File: src/rtl/op_exec_unit.sv
// op_exec_unit: execution stage behind the 3-to-8 opcode decoder.
// Accepts a one-hot opcode plus operand over a valid/ready handshake and
// applies it to an internal accumulator. LOAD/ADD/SUB/AND/OR/XOR/NOP retire
// one cycle after accept; MUL runs a WIDTH-cycle shift-add. Opcodes that are
// not one-hot take the single-cycle path, leave the accumulator alone and set
// a sticky error flag.
module op_exec_unit #(
  parameter int WIDTH = 8
) (
  input  logic             clk,
  input  logic             rst,
  input  logic [7:0]       opCode,
  input  logic             op_valid,
  output logic             op_ready,
  input  logic [WIDTH-1:0] operand,
  output logic [WIDTH-1:0] acc,
  output logic             carry,
  output logic             zero,
  output logic             done,
  output logic             err
);

  localparam int CW = (WIDTH > 2) ? $clog2(WIDTH) : 1;
  localparam logic [CW-1:0] LAST_ITER = CW'(WIDTH - 1);

  typedef enum logic [1:0] {
    S_IDLE,
    S_EXEC,
    S_MUL
  } state_t;

  state_t r_state;
  state_t w_state_next;

  logic [7:0]         r_op;
  logic [WIDTH-1:0]   r_opnd;     // operand; doubles as the shifting multiplier
  logic [WIDTH-1:0]   r_acc;
  logic               r_carry;
  logic               r_zero;
  logic               r_done;
  logic               r_err;
  logic [2*WIDTH-1:0] r_prod;
  logic [2*WIDTH-1:0] r_mcand;
  logic [CW-1:0]      r_cnt;

  logic               w_accept;
  logic               w_is_mul;
  logic [WIDTH-1:0]   w_res;
  logic               w_res_carry;
  logic               w_write;
  logic               w_illegal;
  logic [2*WIDTH-1:0] w_prod_next;

  // Only the exact pattern 8'h80 is a MUL; anything else with bit 7 set is
  // not one-hot and must take the illegal (single-cycle) path.
  assign w_accept    = op_valid && (r_state == S_IDLE);
  assign w_is_mul    = (opCode == 8'h80);
  assign w_prod_next = r_prod + (r_opnd[0] ? r_mcand : '0);

  assign op_ready = (r_state == S_IDLE);
  assign acc      = r_acc;
  assign carry    = r_carry;
  assign zero     = r_zero;
  assign done     = r_done;
  assign err      = r_err;

  // State register
  always_ff @(posedge clk or posedge rst) begin
    if (rst) begin
      r_state <= S_IDLE;
    end else begin
      r_state <= w_state_next;
    end
  end

  // Next-state logic: EXEC always retires in one cycle, MUL after WIDTH steps
  always_comb begin
    w_state_next = r_state;
    case (r_state)
      S_IDLE: begin
        if (w_accept) begin
          w_state_next = w_is_mul ? S_MUL : S_EXEC;
        end
      end
      S_EXEC: w_state_next = S_IDLE;
      S_MUL: begin
        if (r_cnt == LAST_ITER) begin
          w_state_next = S_IDLE;
        end
      end
      default: w_state_next = S_IDLE;
    endcase
  end

  // Single-cycle ALU on the latched opcode/operand
  always_comb begin
    w_res       = r_acc;
    w_res_carry = r_carry;
    w_write     = 1'b0;
    w_illegal   = 1'b0;
    case (r_op)
      8'h01: ;  // NOP
      8'h02: begin
        w_write     = 1'b1;
        w_res       = r_opnd;
        w_res_carry = 1'b0;
      end
      8'h04: begin
        w_write                = 1'b1;
        {w_res_carry, w_res}   = {1'b0, r_acc} + {1'b0, r_opnd};
      end
      8'h08: begin
        // MSB of the widened difference is the borrow (acc < operand)
        w_write                = 1'b1;
        {w_res_carry, w_res}   = {1'b0, r_acc} - {1'b0, r_opnd};
      end
      8'h10: begin
        w_write     = 1'b1;
        w_res       = r_acc & r_opnd;
        w_res_carry = 1'b0;
      end
      8'h20: begin
        w_write     = 1'b1;
        w_res       = r_acc | r_opnd;
        w_res_carry = 1'b0;
      end
      8'h40: begin
        w_write     = 1'b1;
        w_res       = r_acc ^ r_opnd;
        w_res_carry = 1'b0;
      end
      8'h80: ;  // MUL never reaches EXEC
      default: w_illegal = 1'b1;
    endcase
  end

  // Datapath: latch on accept, execute, shift-add multiply, flags and done
  always_ff @(posedge clk or posedge rst) begin
    if (rst) begin
      r_op    <= 8'h01;
      r_opnd  <= '0;
      r_acc   <= '0;
      r_carry <= 1'b0;
      r_zero  <= 1'b1;
      r_done  <= 1'b0;
      r_err   <= 1'b0;
      r_prod  <= '0;
      r_mcand <= '0;
      r_cnt   <= '0;
    end else begin
      r_done <= 1'b0;
      if (w_accept) begin
        r_op   <= opCode;
        r_opnd <= operand;
        if (w_is_mul) begin
          r_prod  <= '0;
          r_mcand <= {{WIDTH{1'b0}}, r_acc};
          r_cnt   <= '0;
        end
      end
      case (r_state)
        S_EXEC: begin
          r_done <= 1'b1;
          if (w_write) begin
            r_acc   <= w_res;
            r_carry <= w_res_carry;
            r_zero  <= (w_res == '0);
          end
          if (w_illegal) begin
            r_err <= 1'b1;
          end
        end
        S_MUL: begin
          r_prod  <= w_prod_next;
          r_mcand <= r_mcand << 1;
          r_opnd  <= r_opnd >> 1;
          r_cnt   <= r_cnt + 1'b1;
          if (r_cnt == LAST_ITER) begin
            r_acc   <= w_prod_next[WIDTH-1:0];
            r_carry <= |w_prod_next[2*WIDTH-1:WIDTH];
            r_zero  <= (w_prod_next[WIDTH-1:0] == '0);
            r_done  <= 1'b1;
          end
        end
        default: ;
      endcase
    end
  end

endmodule

File: config.mk
export PLATFORM = sky130hd
export DESIGN_NAME = op_exec_unit
export DESIGN_NICKNAME = d
export VERILOG_FILES = /design/src/rtl/op_exec_unit.sv
export SDC_FILE = /design/constraint.sdc
export NUM_CORES = 1
export LEC_CHECK = 0
export ABC_AREA = 1
export BUFFER_PORTS_ARGS = -buffer_cell sky130_fd_sc_hd__buf_2
export CAP_MARGIN = 20
export CORE_AREA = 3 3 118 120
export DETAILED_ROUTE_END_ITERATION = 16
export DIE_AREA = 0 0 121 123
export PLACE_DENSITY_LB_ADDON = 0.05
export SYNTH_ARGS = -nofsm -noshare
export SYNTH_HDL_FRONTEND = slang
export SYNTH_SLANG_ARGS = --single-unit
File: constraint.sdc
create_clock -name clk -period 4 [get_ports clk]
set_clock_uncertainty 0.05 [all_clocks]
set_input_delay 0.4 -clock clk [delete_from_list [all_inputs] [get_ports clk]]
set_output_delay 0.4 -clock clk [all_outputs]
set_load 0.05 [all_outputs]
# Word-level counts from Yosys, hierarchy flattened
# Cells that the tools add are included.
[word_totals] latch_bits=0 romBits=0 input_bits=19 n_memories=0 ram_bits=0 output_inout_bits=13 word_cells=81 reg_bits=65
[op_classes] magnitude_cmp=0 reduce_logical=16 n_div=0 add_sub_neg=4 bitwise=4 multipliers=0 muxes=30 n_eq_ne=16 shifts=0
[op_table] operator="16-bit 2-to-1 mux" count=7
[op_table] operator="8-bit one-hot mux with 6 select lines" count=1
[op_table] operator="8-bit 2-to-1 mux" count=4
[op_table] operator="16-bit adder" count=1
[op_table] operator="8-bit equality test (second input constant)" count=2
[op_table] operator="8-bit logical NOT" count=2
[op_table] operator="8-bit one-hot mux with 2 select lines" count=1
[op_table] operator="8-bit OR reduction" count=2
[op_table] operator="8-bit by 8-bit adder with 9-bit output" count=1
[op_table] operator="3-bit 2-to-1 mux" count=3
[op_table] operator="8-bit by 8-bit subtractor with 9-bit output" count=1
[op_table] operator="8-bit bitwise AND" count=1
[op_table] operator="8-bit by 1-bit equality test with 1-bit output (second input constant)" count=1
[op_table] operator="8-bit by 2-bit equality test with 1-bit output (second input constant)" count=1
[op_table] operator="8-bit by 3-bit equality test with 1-bit output (second input constant)" count=1
[op_table] operator="8-bit by 4-bit equality test with 1-bit output (second input constant)" count=1
[op_table] operator="8-bit by 5-bit equality test with 1-bit output (second input constant)" count=1
[op_table] operator="8-bit by 6-bit equality test with 1-bit output (second input constant)" count=1
[op_table] operator="8-bit by 7-bit equality test with 1-bit output (second input constant)" count=1
[op_table] operator="8-bit bitwise OR" count=1
[op_table] operator="8-bit XOR" count=1
[op_table] operator="1-bit 2-to-1 mux" count=6
[op_table] operator="2-bit 2-to-1 mux" count=3
[op_table] operator="1-bit one-hot mux with 2 select lines" count=3
[op_table] operator="18 further kinds" count=23

# Longest topological paths before layout
[logic_depth] depth_word=5 depth_mapped=19 ltp_nobuf=17

# Worst setup path after synthesis
# No wires, ideal clock.
[synth_timing] path_type="flip-flop to flip-flop" from="register r_opnd[0]" to="register r_carry (netlist: carry)" slack_ns=1.389 setup_ns=0.118 required_time_ns=3.832 t_arrival_ns=2.444 path_buffers=2 path_stages_with_launch=20 synth_period_minus_slack_ns=2.611 path_cell_list="dfrtp_1 -> clkbuf_1 -> clkbuf_1 -> nand2_1 -> inv_1 -> ha_1 -> fa_1 -> nand2_1 -> nand2_1 -> o21ai_0 -> inv_1 -> nand2_1 -> nand2_1 -> a21oi_1 -> o21a_1 -> nand3_1 -> nor2_1 -> nand3_1 -> nand2_1 -> nand2_1"
[synth_via] elab_chain_cells=5 elab_cells_between_ends=9 cone_classes="add/sub (3); mux (5); reduce/logical (1)"
[synth_lines] element="start: declaration" line_no="36" rtl="logic [WIDTH-1:0] r_opnd;"
[synth_lines] element="start signal: assignment" line_no="154" rtl="r_opnd <= operand;"
[synth_lines] element="start signal: assignment" line_no="176" rtl="r_opnd <= r_opnd >> 1;"
[synth_lines] element="16-bit 2-to-1 mux" line_no="58" rtl="assign w_prod_next = r_prod + (r_opnd[0] ? r_mcand : '0);"
[synth_lines] element="16-bit adder" line_no="58"
[synth_lines] element="8-bit OR reduction" line_no="180" rtl="r_carry <= |w_prod_next[2*WIDTH-1:WIDTH];"
[synth_lines] element="1-bit 2-to-1 mux" line_no="178" rtl="if (r_cnt == LAST_ITER) begin"
[synth_lines] element="1-bit one-hot mux with 2 select lines *" line_no="161" rtl="case (r_state)"
[synth_lines] element="end signal: assignment" line_no="166" rtl="r_carry <= w_res_carry;"
[synth_lines] element="end signal: assignment" line_no="180"
[synth_lines] element="end: declaration" line_no="38" rtl="logic r_carry;"
# Every way passes the cells marked *; elsewhere a longest branch is shown, timed or not. The select of a mux whose other input is x is not followed.
# A chain may end at the register's enable or synchronous reset.

# Worst setup path after layout
[layout_timing] from="register r_opnd[0]" to="register r_zero (netlist: zero)"
[layout_via] elab_chain_cells=5 elab_cells_between_ends=13 cone_classes="add/sub (3); mux (5); bitwise (3); reduce/logical (2)"
[layout_lines] element="16-bit 2-to-1 mux (tied with other cells)" line_no="58"
[layout_lines] element="16-bit adder or 8-bit one-hot mux with 6 select lines (tied branches)" line_no="58, 101"
[layout_lines] element="8-bit logical NOT (on tied branches)" line_no="181, 167"
[layout_lines] element="1-bit 2-to-1 mux (on tied branches)" line_no="178, 164"
[layout_lines] element="1-bit one-hot mux with 2 select lines *" line_no="161"
[layout_lines] element="end signal: assignment" line_no="167" rtl="r_zero <= (w_res == '0);"
[layout_lines] element="end signal: assignment" line_no="181" rtl="r_zero <= (w_prod_next[WIDTH-1:0] == '0);"
[layout_lines] element="end: declaration" line_no="39" rtl="logic r_zero;"
# Marked as above.

==> metrics.yaml <==
status:
  status: "completed"
critical_path:
  end_kind: "flip-flop"
  cp_cell_sequence: "nand2_1 -> inv_1 -> ha_1 -> fa_1 -> nand2_1 -> nand2_1 -> o21ai_0 -> o21ai_0 -> xor2_1 -> nand3_1 -> nor2_1 -> nor2_1 -> a21oi_1"
  path_buf_inv: 1
  r2r-end: "zero"
  r2r_slack_ns: 1.18
  path_class: "flip-flop to flip-flop"
  cpMostUsedCell: "nand2_1"
  worstPathArrival_ns: 3.04
  reg2regPathDepth: 13
  worstPathRequired_ns: 4.22
  r2r_start: "r_opnd[0]"
  cp.depth: 13
  slowest_delay_ns: 0.74
  cpLargestDelayFamily: "flip-flops"
  cp_max_fo: 19
  slowest_stage: "dfrtp_1"
  critPathLaunchType: "flip-flop"
clocking:
  cts_sinks: 65
  cts_buffer_depth: 2
  numCtsBuffers: 9
  h-tree-depth: 3
  post_cts_buffers: 0
  cts_resized: 0
  holdBufCountCts: 0
  root_buffer: "clkbuf_16"
  clk_pin_slew_worst_paths_ns: 0.06
  cts_tree: "yes"
  clk_latency_ns: 0.34
timing:
  drv_slew: 0
  tns_ns: 0
  fin_crit_ns: 2.82
  hold_viol: 0
  worst_pin_slew_ns: 0.960
  setup_viol: 0
  fin_crit_sh_pct: 70.5
  rsz0062_at_grt: "false"
  slew_headroom_pct: 35.9
  fmax_ghz: 0.355
min_path:
  hold_start: "opCode[6]"
  hold_depth: 3
  min_to: "r_op[6]"
  min_path_type: "input pin to flip-flop"
run:
  drv_cap: 0
synthesis:
  synthFlopType: "dfrtp_1"
  syn-instance-count: 744
  yosysSeqAreaShare_pct: 31.5
  syn_area_um2: 5160
  synthDistinctLibCells: 44
  synth_nets: 810
  async_flop_share_pct: 100
  ys_warn_count: 0
  synth_edf_count: 0
  ys_seq_elements: 65
  avgSynthCellArea_um2: 6.94
route:
  drtIter0Drc: 359
  postRouteAntennaNets: 0
  first_pass_iters: 5
  vias: 4815
  via_per_inst: 5.06
  route.detailed.drc: 0
  routed_wl_mm: 14.4
  post_drt_wl_per_cell_um: 15.1
place:
  place_congestion: 0.871
  io_buffers: 31
  dp_hpwl_mm: 11.0
global_routing:
  antenna_found_initial: 0
  grt_pass1_vias: 4775
  track_usage_pct: 20.8
  grt_max_degree: 47
  grt_pass1_wl_mm: 24.4
  overflow: 0
die:
  placementRows: 42
  start_util_pct: 39.5
  die_x_um: 121
  die_area_um2: 14900
  core_area_um2: 13100
  num_io_pins: 32
  dieHeight_um: 123
pwr:
  peakVddDrop_uv: 207
  pwr_density_cell_nw_per_um2: 570
  power.leakage_uw: 0.00312
layout:
  layout-drive-gt1-share_pct: 10.3
  syn_to_final_growth_pct: 11.7
  finish.net_count: 836
  antennaDiodeCount: 0
  post-route-util_pct: 44.1
## layout make-up
cell class | instances | area [um2]
clock buffer | 9 | 225
clock inverter | 7 | 60.1
fill | 1371 | 7320
inverter | 112 | 420
multi-input combinational | 546 | 3020
sequential | 65 | 1630
tap | 176 | 220
timing repair buffer | 36 | 193
## metal layers
layer,wire length (um),track usage [%]
met1,6960,28.6
met2,6450,33.0
met3,697,4.44
met4,260,6.44
met5,0,0
## logic make-up after synthesis
| logic type | share of synthesized area (%) |
|---|---|
| fa+ha+maj | 11.8 |
| compound gates | 13.4 |
| simple gates | 31.0 |
| buf+inv | 9.93 |
| flops | 31.5 |
| xor+xnor | 2.21 |
## power by group
group | internal, uW | switching [uW]
Combinational | 508 | 1090
Clock | 430 | 347
Sequential | 773 | 139
## cell usage in the layout (no fill, tap or decap), types with 2 or more instances in the layout
master and instances:
dfrtp_1 63, buf_4 5, inv_6 3, nor2_2 8, nand3_1 59, fa_1 3, inv_2 3, nor2_1 78
nand3b_1 3, xor2_1 9, nor3_1 4, clkinvlp_4 3, o21ai_0 47, a22o_1 8, a21oi_1 23, o221ai_1 7
or2_2 3, o21ai_2 3, ha_1 44, xnor2_1 4, nand2_2 2, buf_2 31, nor4_1 4, nand2_4 3
nand4_1 5, a31oi_1 7, nand2_1 197, clkbuf_16 9, dfstp_2 2, inv_1 108, o31ai_1 3, o22ai_1 9
## how the worst max path moves through the flow
stage                   start  endpoint  slack [ns]
finish              r_opnd[0]      zero        1.18
global route        r_opnd[0]     carry        0.82
CTS                 r_opnd[0]     carry        1.16
detailed placement  r_opnd[0]     carry        1.17
global placement    r_opnd[0]     carry        1.25
floorplan           r_opnd[0]     carry        1.39
## metrics by stage
stage	setup slack, ns	total power (uW)	instance area [um2]	hold WS [ns]	cells
after floorplan	1.39	2130	5160	0.398	744
after global placement	1.25	2510	5480	0.413	935
after detailed placement	1.17	2520	5480	0.420	935
after CTS	1.16	3310	5770	0.208	951
after global routing	0.818	3580	5770	0.219	951
final	1.18	3290	5770	0.212	951
## state kept, by name (all words and copies together) (netlist names)
name and count:
r_mcand 16, r_op 8, r_cnt 3, zero 1, done 1, r_opnd 8
err 1, r_prod 16, carry 1, r_state 2, acc 8
## worst min-delay path, stage by stage
cell and delay, ns:
buf_2 0.08, nand2_1 0.05, nand2_1 0.04
## synth_stat cells (4+ instances only)
cell      number  area share [%]
nand2_1      197              14
inv_1        109             7.9
nor2_1        78             5.7
dfrtp_1       63              31
nand3_1       59             5.7
o21ai_0       48             4.7
ha_1          44              11
a21oi_1       23             2.2
clkbuf_1      14             1.0
o22ai_1        9             1.1
xor2_1         9             1.5
a22o_1         8             1.4
nor2_2         8            0.97
a31oi_1        7            0.85
o221ai_1       7             1.2
buf_2          5            0.48
nand4_1        5            0.61
nor3_1         4            0.39
nor4_1         4            0.48
xnor2_1        4            0.68
No activity file was read; power rests on OpenSTA's default activity.
